$ cat config.mk
export PLATFORM = sky130hd
export DESIGN_NAME = vector_memory_access_unit
export DESIGN_NICKNAME = d
export VERILOG_FILES = /design/src/rtl/mem_pkg.sv /design/src/rtl/beat_lane_mux.sv /design/src/rtl/en_reg.sv /design/src/rtl/vector_memory_access_unit.sv
export SDC_FILE = /design/constraint.sdc
export NUM_CORES = 1
export LEC_CHECK = 0
export CAP_MARGIN = 20
export CORE_AREA = 2 2 177 179
export CTS_CLUSTER_DIAMETER = 30
export DETAILED_ROUTE_END_ITERATION = 10
export DIE_AREA = 0 0 179 181
export PLACE_DENSITY = 0.92
export SLEW_MARGIN = 5
export SYNTH_ARGS = -nofsm -noshare
export SYNTH_HDL_FRONTEND = slang
export SYNTH_SLANG_ARGS = --single-unit
$ cat constraint.sdc
create_clock -name clk -period 4.9 [get_ports clk]
set_clock_uncertainty 0.1 [all_clocks]
set_input_delay 0.98 -clock clk [delete_from_list [all_inputs] [get_ports clk]]
set_output_delay 0.98 -clock clk [all_outputs]
set_load 0.02 [all_outputs]
$ cat src/rtl/mem_pkg.sv
// Shared types and constants for the vector memory access unit.
package mem_pkg;

  localparam int unsigned WORD_W      = 32;
  localparam int unsigned VEC_W       = 128;
  localparam int unsigned BEAT_STRIDE = 4;

  typedef enum logic [1:0] {
    IDLE,
    REQ,
    DONE
  } mem_state_t;

endpackage

$ cat src/rtl/beat_lane_mux.sv
// Selects the 32-bit lane of a vector addressed by a beat index, and returns a copy of the
// vector with that lane replaced by lane_i.
module beat_lane_mux import mem_pkg::*; #(
  parameter int unsigned Beats = 4,
  parameter int unsigned IdxW  = (Beats > 1) ? $clog2(Beats) : 1
) (
  input  logic [WORD_W*Beats-1:0] vec_i,
  input  logic [IdxW-1:0]         idx_i,
  input  logic [WORD_W-1:0]       lane_i,
  output logic [WORD_W-1:0]       lane_o,
  output logic [WORD_W*Beats-1:0] vec_o
);

  // Lane extract and lane insert share one index decode.
  always_comb begin
    lane_o = '0;
    vec_o  = vec_i;
    for (int unsigned k = 0; k < Beats; k++) begin
      if (idx_i == IdxW'(k)) begin
        lane_o                     = vec_i[k*WORD_W +: WORD_W];
        vec_o[k*WORD_W +: WORD_W]  = lane_i;
      end
    end
  end

endmodule

$ cat src/rtl/en_reg.sv
// Parameterised register with load enable and asynchronous active-low reset to zero.
module en_reg #(
  parameter int unsigned Width = 32
) (
  input  logic             clk_i,
  input  logic             rst_ni,
  input  logic             en_i,
  input  logic [Width-1:0] d_i,
  output logic [Width-1:0] q_o
);

  logic [Width-1:0] q_d, q_q;

  // Load on enable, otherwise hold.
  always_comb begin
    q_d = en_i ? d_i : q_q;
  end

  // State register.
  always_ff @(posedge clk_i or negedge rst_ni) begin
    if (!rst_ni) begin
      q_q <= '0;
    end else begin
      q_q <= q_d;
    end
  end

  assign q_o = q_q;

endmodule

$ cat src/rtl/vector_memory_access_unit.sv
// Memory-stage access unit: scalar (1 beat) or vector (BEATS beats) accesses over a
// req/ack handshake, stalling the pipeline until the access completes.
// Optional watchdog and FaultM output enabled by defining MEM_TIMEOUT_EN.
module vector_memory_access_unit import mem_pkg::*; #(
  parameter int unsigned BEATS   = 4,
  parameter int unsigned TIMEOUT = 64
) (
  input  logic                    clk,
  input  logic                    rst,
  input  logic                    MemWriteM,
  input  logic                    MemReadM,
  input  logic                    VecM,
  input  logic [31:0]             ALUResultM,
  input  logic [31:0]             WriteDataM,
  input  logic [WORD_W*BEATS-1:0] WriteVecDataM,
  output logic                    mem_req,
  output logic                    mem_we,
  output logic [31:0]             mem_addr,
  output logic [31:0]             mem_wdata,
  input  logic [31:0]             mem_rdata,
  input  logic                    mem_ack,
  output logic [31:0]             ReadDataM,
  output logic [WORD_W*BEATS-1:0] ReadVecDataM,
  output logic                    StallM,
  output logic                    DoneM
`ifdef MEM_TIMEOUT_EN
  ,
  output logic                    FaultM
`endif
);

  localparam int unsigned IdxW = (BEATS > 1) ? $clog2(BEATS) : 1;
  localparam int unsigned VecW = WORD_W * BEATS;

  mem_state_t      state_q, state_d;
  logic [IdxW-1:0] beat_q, beat_d;
  logic [IdxW-1:0] last_q, last_d;
  logic [31:0]     base_q, base_d;
  logic            we_q, we_d;
  logic            vec_q, vec_d;
  logic [VecW-1:0] wvec_q, wvec_d;

  logic            op;
  logic            rd_fire;
  logic [31:0]     wr_lane;
  logic [VecW-1:0] rd_vec_ins;
  logic [VecW-1:0] unused_wr_vec;
  logic [31:0]     unused_rd_lane;
  logic [1:0]      unused_addr_lsb;

  assign op              = MemWriteM | MemReadM;
  assign unused_addr_lsb = ALUResultM[1:0];

`ifdef MEM_TIMEOUT_EN
  logic [7:0] wdog_q, wdog_d;
  logic       fault_q, fault_d;
`else
  localparam int unsigned unused_timeout = TIMEOUT;
`endif

  // Next-state: capture the op in IDLE, step beats on ack in REQ, always leave DONE.
  always_comb begin
    state_d = state_q;
    beat_d  = beat_q;
    last_d  = last_q;
    base_d  = base_q;
    we_d    = we_q;
    vec_d   = vec_q;
    wvec_d  = wvec_q;
`ifdef MEM_TIMEOUT_EN
    wdog_d  = wdog_q;
    fault_d = 1'b0;
`endif
    unique case (state_q)
      IDLE: begin
        if (op) begin
          state_d = REQ;
          base_d  = {ALUResultM[31:2], 2'b00};
          // Write wins when both directions are requested.
          we_d    = MemWriteM;
          vec_d   = VecM;
          wvec_d  = VecM ? WriteVecDataM : VecW'(WriteDataM);
          beat_d  = '0;
          last_d  = VecM ? IdxW'(BEATS - 1) : '0;
`ifdef MEM_TIMEOUT_EN
          wdog_d  = '0;
`endif
        end
      end
      REQ: begin
        if (mem_ack) begin
          if (beat_q == last_q) begin
            state_d = DONE;
          end else begin
            beat_d = beat_q + 1'b1;
          end
`ifdef MEM_TIMEOUT_EN
          wdog_d = '0;
        end else if (wdog_q == 8'(TIMEOUT - 1)) begin
          state_d = DONE;
          fault_d = 1'b1;
          wdog_d  = '0;
        end else begin
          wdog_d = wdog_q + 8'd1;
`endif
        end
      end
      DONE: begin
        state_d = IDLE;
      end
      default: begin
        state_d = IDLE;
      end
    endcase
  end

  // FSM and captured-request registers.
  always_ff @(posedge clk or negedge rst) begin
    if (!rst) begin
      state_q <= IDLE;
      beat_q  <= '0;
      last_q  <= '0;
      base_q  <= '0;
      we_q    <= 1'b0;
      vec_q   <= 1'b0;
      wvec_q  <= '0;
`ifdef MEM_TIMEOUT_EN
      wdog_q  <= '0;
      fault_q <= 1'b0;
`endif
    end else begin
      state_q <= state_d;
      beat_q  <= beat_d;
      last_q  <= last_d;
      base_q  <= base_d;
      we_q    <= we_d;
      vec_q   <= vec_d;
      wvec_q  <= wvec_d;
`ifdef MEM_TIMEOUT_EN
      wdog_q  <= wdog_d;
      fault_q <= fault_d;
`endif
    end
  end

  beat_lane_mux #(
    .Beats (BEATS),
    .IdxW  (IdxW)
  ) u_wr_lane (
    .vec_i  (wvec_q),
    .idx_i  (beat_q),
    .lane_i ('0),
    .lane_o (wr_lane),
    .vec_o  (unused_wr_vec)
  );

  beat_lane_mux #(
    .Beats (BEATS),
    .IdxW  (IdxW)
  ) u_rd_lane (
    .vec_i  (ReadVecDataM),
    .idx_i  (beat_q),
    .lane_i (mem_rdata),
    .lane_o (unused_rd_lane),
    .vec_o  (rd_vec_ins)
  );

  assign rd_fire = (state_q == REQ) & mem_ack & ~we_q;

  en_reg #(
    .Width (32)
  ) u_rd_scalar (
    .clk_i  (clk),
    .rst_ni (rst),
    .en_i   (rd_fire & ~vec_q),
    .d_i    (mem_rdata),
    .q_o    (ReadDataM)
  );

  en_reg #(
    .Width (VecW)
  ) u_rd_vec (
    .clk_i  (clk),
    .rst_ni (rst),
    .en_i   (rd_fire & vec_q),
    .d_i    (rd_vec_ins),
    .q_o    (ReadVecDataM)
  );

  // Handshake outputs decode from state; StallM is forced low while reset is held.
  always_comb begin
    mem_req   = (state_q == REQ);
    mem_we    = mem_req & we_q;
    mem_addr  = mem_req ? base_q + 32'(BEAT_STRIDE) * 32'(beat_q) : '0;
    mem_wdata = mem_we ? wr_lane : '0;
    DoneM     = (state_q == DONE);
    StallM    = rst & (((state_q == IDLE) & op) | mem_req);
  end

`ifdef MEM_TIMEOUT_EN
  assign FaultM = fault_q;
`endif

endmodule

=== Yosys cells after proc, flatten, opt, wreduce, memory -nomap -nowiden ===
Index checks and enable logic that the tools add are counted.
W data, S select, Z words.

* Add/subtract/negate cells: 2
* $mul: 0
* Divide/modulo/power cells: 0
* Order comparisons: 0
* Eq/ne operators: 10
* Shift operators: 0
* Muxes and demuxes: 16
* Bitwise gates (word level): 11
* Reductions and logical operators: 10

{| class="wikitable"
|+ Operators with widths
! operator !! number
|-
| $mux W32 || 6
|-
| $mux W128 || 1
|-
| $add A32 B4 Y32 || 1
|-
| $mux W2 || 7
|-
| $reduce_and A2 Y1 || 5
|-
| $pmux W2 S2 || 2
|-
| $and A1 B1 Y1 || 7
|-
| $eq A2 B2 Y1 const B || 3
|-
| $eq A2 B1 Y1 const B || 2
|-
| $logic_not A2 Y1 || 2
|-
| $ne A2 B1 Y1 const B || 2
|-
| $ne A2 B2 Y1 const B || 2
|-
| $reduce_and A4 Y1 || 1
|-
| $reduce_and A3 Y1 || 1
|-
| $add A2 B1 Y2 const B || 1
|-
| $eq A2 B2 Y1 || 1
|-
| $not A1 Y1 || 2
|-
| $or A1 B1 Y1 || 2
|-
| $reduce_bool A2 Y1 || 1
|}

* Flip-flop bits (word level): 326
* Latch bits: 0
* Memory bits (writable): 0
* ROM bits: 0
* Bits of input ports: 230
* Output and inout port bits: 228
* Logic and storage cells: 61
* Memories kept: 0

=== Longest topological paths before layout ===
* Word-level depth: 6
* Mapped depth: 8
* Gate-level depth less buffers: 6

=== Cells and area by module ===
Synthesis repeated with hierarchy kept, for this count alone.

* Cells, all modules: 1599
* Area, all modules: 19087.1 µm²

{| class="wikitable"
|+ Modules (own cells, without submodules)
! module !! instances !! cells an instance !! area an instance (µm²) !! sequential area each (µm²)
|-
| vector_memory_access_unit || 1 || 889 || 7672.4 || 4103.9
|-
| beat_lane_mux || 2 || 186 || 2623.8 || 0.0
|-
| en_reg at u_rd_vec || 1 || 270 || 4822.1 || 3203.1
|-
| en_reg at u_rd_scalar || 1 || 68 || 1345.0 || 800.8
|}

=== Least setup slack after synthesis ===
OpenSTA, ideal clock, no wires.

* Kind: register to output
* From: register beat_q[1]
* To: output port mem_addr[25]
* Data arrival time: 2.165 ns
* Data required time: 3.820 ns
* Setup slack: 1.655 ns
* Stages on the path, launching flop included: 6
* Buffers on the path: 1
* Cells stage by stage: dfrtp_1 > ha_1 > a21oi_1 > or3_1 > buf_6 > o41ai_1

* Word-level cells in the longest chain between the ends: 2

{| class="wikitable"
|+ Ends and longest elaborated chain
! element !! RTL line !! text
|-
| start, declared || vector_memory_access_unit.sv:36 || <nowiki>logic [IdxW-1:0] beat_q, beat_d;</nowiki>
|-
| start signal, assigned || vector_memory_access_unit.sv:133 || <nowiki>beat_q <= beat_d;</nowiki>
|-
| $add A32 B4 Y32 || vector_memory_access_unit.sv:194 || <nowiki>mem_addr = mem_req ? base_q + 32'(BEAT_STRIDE) * 32'(beat_q) : '0;</nowiki>
|-
| $mux W32 || vector_memory_access_unit.sv:194 ||
|-
| end, declared || vector_memory_access_unit.sv:18 || <nowiki>output logic [31:0] mem_addr,</nowiki>
|}

No other way between the ends.

=== Worst setup path after layout ===
* From: register beat_q[1]
* To: output port mem_wdata[4]

* Word-level cells in the longest chain between the ends: 6
* Elaborated cells between the ends (all ways): 9
* Classes of those cells: eq/ne: 3; mux: 5; reduce/logical: 1

{| class="wikitable"
|+ Ends and longest elaborated chain
! element !! RTL line !! text
|-
| $logic_not A2 Y1 || beat_lane_mux.sv:19 || <nowiki>if (idx_i == IdxW'(k)) begin</nowiki>
|-
| $mux W32 (3 in series) || beat_lane_mux.sv:19 ||
|-
| $mux W32 * || beat_lane_mux.sv:19 ||
|-
| $mux W32 * || vector_memory_access_unit.sv:195 || <nowiki>mem_wdata = mem_we ? wr_lane : '0;</nowiki>
|-
| end, declared || vector_memory_access_unit.sv:19 || <nowiki>output logic [31:0] mem_wdata,</nowiki>
|}

Mark *: on every way between the ends. The rest lies on a longest branch, timed or not.

==> flow_summary_export.csv <==
group,metric,value,unit
die,ios,458,
flow_run,maxCapViolations,0,
routing,wl_per_cell,20.8,um
finish,final_nets,1993,
timing,hold_viol_final,0,
die,die_w,179,um
synthesis,synth-async-reset-ratio,100,%
critical_path,cp_slowest_cell,"ha_2",
clock_tree,htreeDepth,2,
critical_path,critPathMaxFanout,33,
synthesis,synth-edff-count,0,
routing,vias_per_cell,5.54,
finish,utilization,70.5,%
synthesis,ys_warn_count,0,
power_and_ir_drop,total_leakage_power,0.00939,uW
place,post_dp_cell_area,0.0193,sq mm
global_routing,grt_pass1_vias,12500,
global_routing,grt.total_usage,27.6,%
die,core_area,0.0303,sq mm
finish,syn_to_final_growth,47.8,%
finish,ff_latch_area,0.00811,sq mm
clock_tree,root_buffer,"clkbuf_16",
timing,drv_slew,0,
run_status,outcome,"finished, final reports clean",
place,hpwlAfterDp,31000,um
clock_tree,tritoncts,"yes",
global_routing,grt_max_degree,291,
synthesis,ys_seq_area_share,56.0,%
place,numPortBuffers,453,
routing,drcViolationCount,0,
timing,setup_viol,0,
synthesis,ys_ff_latch,324,
clock_tree,clockBufferDepth,3,
synthesis,synth_cell_types,51,
routing,first_pass_iters,6,
routing,drt_wl_total,45800,um
clock_tree,holdBufCountCts,0,
place,gp_congestion,0.932,
die,rows,64,
routing,ant_nets,0,
routing,initialDrtViolationCount,674,
global_routing,antenna_found_initial,2,
hold_path,hold_path_class,"primary input to async pin",
clock_tree,clk_pin_slew_worst_paths,0.05,ns
die,dieArea,0.0324,sq mm
timing,slew_headroom,23.0,%
global_routing,grt_pass1_wl,69800,um
global_routing,gr-total-overflow,0,
synthesis,syn_avg_cell_area,11.0,sq um
timing,totalNegativeSetupSlack,0,ns
global_routing,gr-usage-met3,5.74,%
clock_tree,clkSinkCount,324,
critical_path,max_stage_delay,0.75,ns
timing,min_period,4.61,ns
finish,fin_area,0.0214,sq mm
clock_tree,numCtsBuffers,57,
synthesis,syn_area,0.0145,sq mm
synthesis,synth-main-ff-cell,"dfrtp_1",
synthesis,syn-instance-count,1316,
finish,layout-drive-gt1-share,18.3,%
clock_tree,cts_resized,0,
timing,rsz0062_at_grt,"no",
critical_path,path_class,"flop to output pin",
routing,vias,12200,
power_and_ir_drop,power_density,672,mW/mm^2
timing,timing.final.crit_share,94.1,%
global_routing,top_usage_layer,"met2",
die,start_util,47.7,%
critical_path,cp-end-kind,"output pin",
critical_path,reg2regPathDepth,7,
finish,nFillCells,1952,
clock_tree,clk_latency,0.55,ns
timing,worst_slew_pin_slew,1.16,ns
finish,multiInputGateArea,0.00585,sq mm
critical_path,start_kind,"flop",
global_routing,grtUsageMet2,47.9,%
power_and_ir_drop,irDropWorstVdd,0.394,mV
critical_path,crit_required,3.82,ns
critical_path,path_buf_inv,2,
critical_path,path_cells,"ha_2 > buf_4 > a221oi_1 > a211o_1 > a21oi_1 > clkdlybuf4s50_1",
timing,fmax,217,MHz
global_routing,use_met1,31.9,%
critical_path,crit_family,"buffers and inverters",
critical_path,arrival,3.53,ns
die,fp.dieH,181,um
critical_path,path_depth,6,
worst register-to-register path: stages, from the launching register on:
cell      delay [ns]
dfrtp_1         0.40
nand2b_1        0.08
buf_4           0.29
inv_2           0.21
and4b_1         0.28
nand2_1         0.64
buf_4           0.44
mux2_2          0.42
layout make-up:
| type | instances | area share (%) |
|---|---|---|
| Antenna cell | 2 | 0.0234 |
| Clock buffer | 63 | 6.96 |
| Clock inverter | 42 | 2.59 |
| Inverter | 36 | 0.632 |
| Multi-Input combinational cell | 862 | 27.4 |
| Sequential cell | 324 | 37.9 |
| Tap cell | 396 | 2.32 |
| Timing Repair Buffer | 475 | 22.2 |
sequential cells by signal, summed over array words and instances (netlist names):
| register | cells |
|---|---|
| u_rd_vec.q_o | 128 |
| u_rd_scalar.q_o | 32 |
| beat_q | 2 |
| state_q | 2 |
| last_q | 1 |
| wvec_q | 128 |
| base_q | 30 |
| we_q | 1 |
through the flow:
stage | hold WS [ns] | power [uW] | std cells | setup slack, ns
global route | 0.135 | 15100 | 2199 | 0.152
floorplan | 0.342 | 7480 | 1317 | 1.66
detailed placement | 0.370 | 10100 | 2091 | 0.660
CTS | 0.134 | 14400 | 2196 | 0.0478
finish | 0.145 | 14400 | 2200 | 0.287
global placement | 0.358 | 9870 | 2091 | 0.769
timing repair:
| item | CTS | global route |
|---|---|---|
| setup buffers | 0 | 2 |
| setup endpoints to repair | 0 | 7 |
| hold endpoints to repair | 0 | 0 |
report_power, final:
| group | total [uW] | internal (uW) | switching (uW) |
|---|---|---|---|
| combinational | 5820 | 2690 | 3130 |
| sequential | 4410 | 3690 | 724 |
| clock | 4150 | 2740 | 1420 |
| total | 14400 | 9110 | 5270 |
cells in the mapped netlist, types with 2 or more instances:
cell type  instances  area (sq um)
a211o_1           32           280
buf_4              2          15.0
inv_1             35           131
ha_1               6          75.1
and4_1             6          52.6
nand2b_1           5          31.3
a21oi_1           44           220
and3_1             2          12.5
nor2b_1            4          25.0
or2_2              2          12.5
nor2_1            14          52.6
a221oi_1          31           272
or3_1              5          31.3
o41ai_1            2          17.5
nor3_1             3          15.0
xor2_1             6          52.6
buf_2             30           150
xnor2_1            5          43.8
nand2_1          278          1040
clkbuf_1          57           214
buf_1              5          18.8
and2_1             5          31.3
mux2_2           191          2150
or4_1              7          52.6
a41o_1             2          20.0
dfrtp_1          324          8110
o31ai_1            8          60.1
nand4_1            8          50.1
nand3_1            8          40.0
mux2i_1           34           340
a31oi_1            3          18.8
o21ai_0          132           661
o311ai_0           2          17.5
logic make-up (layout without fill, tap and decap cells):
logic type | after synthesis | in the layout | share of synthesized area [%]
mux | 225 | 225 | 17.2
flops | 324 | 324 | 56.0
buf+inv | 131 | 616 | 3.76
other cells | 1 | 4 | 0.0259
fa+ha+maj | 7 | 7 | 0.657
simple gates | 352 | 352 | 10.3
compound gates | 265 | 265 | 11.3
xor+xnor | 11 | 11 | 0.666
final timing paths:
path | slack (ns) | start | end
max in group asynchronous | 2.59 | rst | u_rd_vec.q_o[80]
min in group clk | 0.38 | wvec_q[77] | wvec_q[77]
worst min-delay path | 0.14 | rst | wvec_q[38]
worst max-delay path | 0.29 | beat_q[1] | mem_wdata[4]
worst min register to register | 0.38 | wvec_q[77] | wvec_q[77]
worst max register to register | 1.94 | state_q[0] | u_rd_vec.q_o[33]
metal layers:
metal	wire, um	vias to the layer above	part of all wire (%)
met4	2490	0	5.4
met3	3320	162	7.3
li1	-	5510	-
met2	23100	593	50
met5	0	-	0
met1	16800	5929	37
placed cells by master (no fill, tap or decap), types with 32 or more instances in the layout:
cell type / synthesis / routed
mux2_2: 191 / 191
clkdlybuf4s50_1: 0 / 451
a21oi_1: 44 / 44
mux2i_1: 34 / 34
inv_1: 35 / 35
clkbuf_16: 0 / 57
a211o_1: 32 / 32
dfrtp_1: 324 / 324
o21ai_0: 132 / 132
nand2_1: 278 / 275
(Power assumes the default switching activity.)
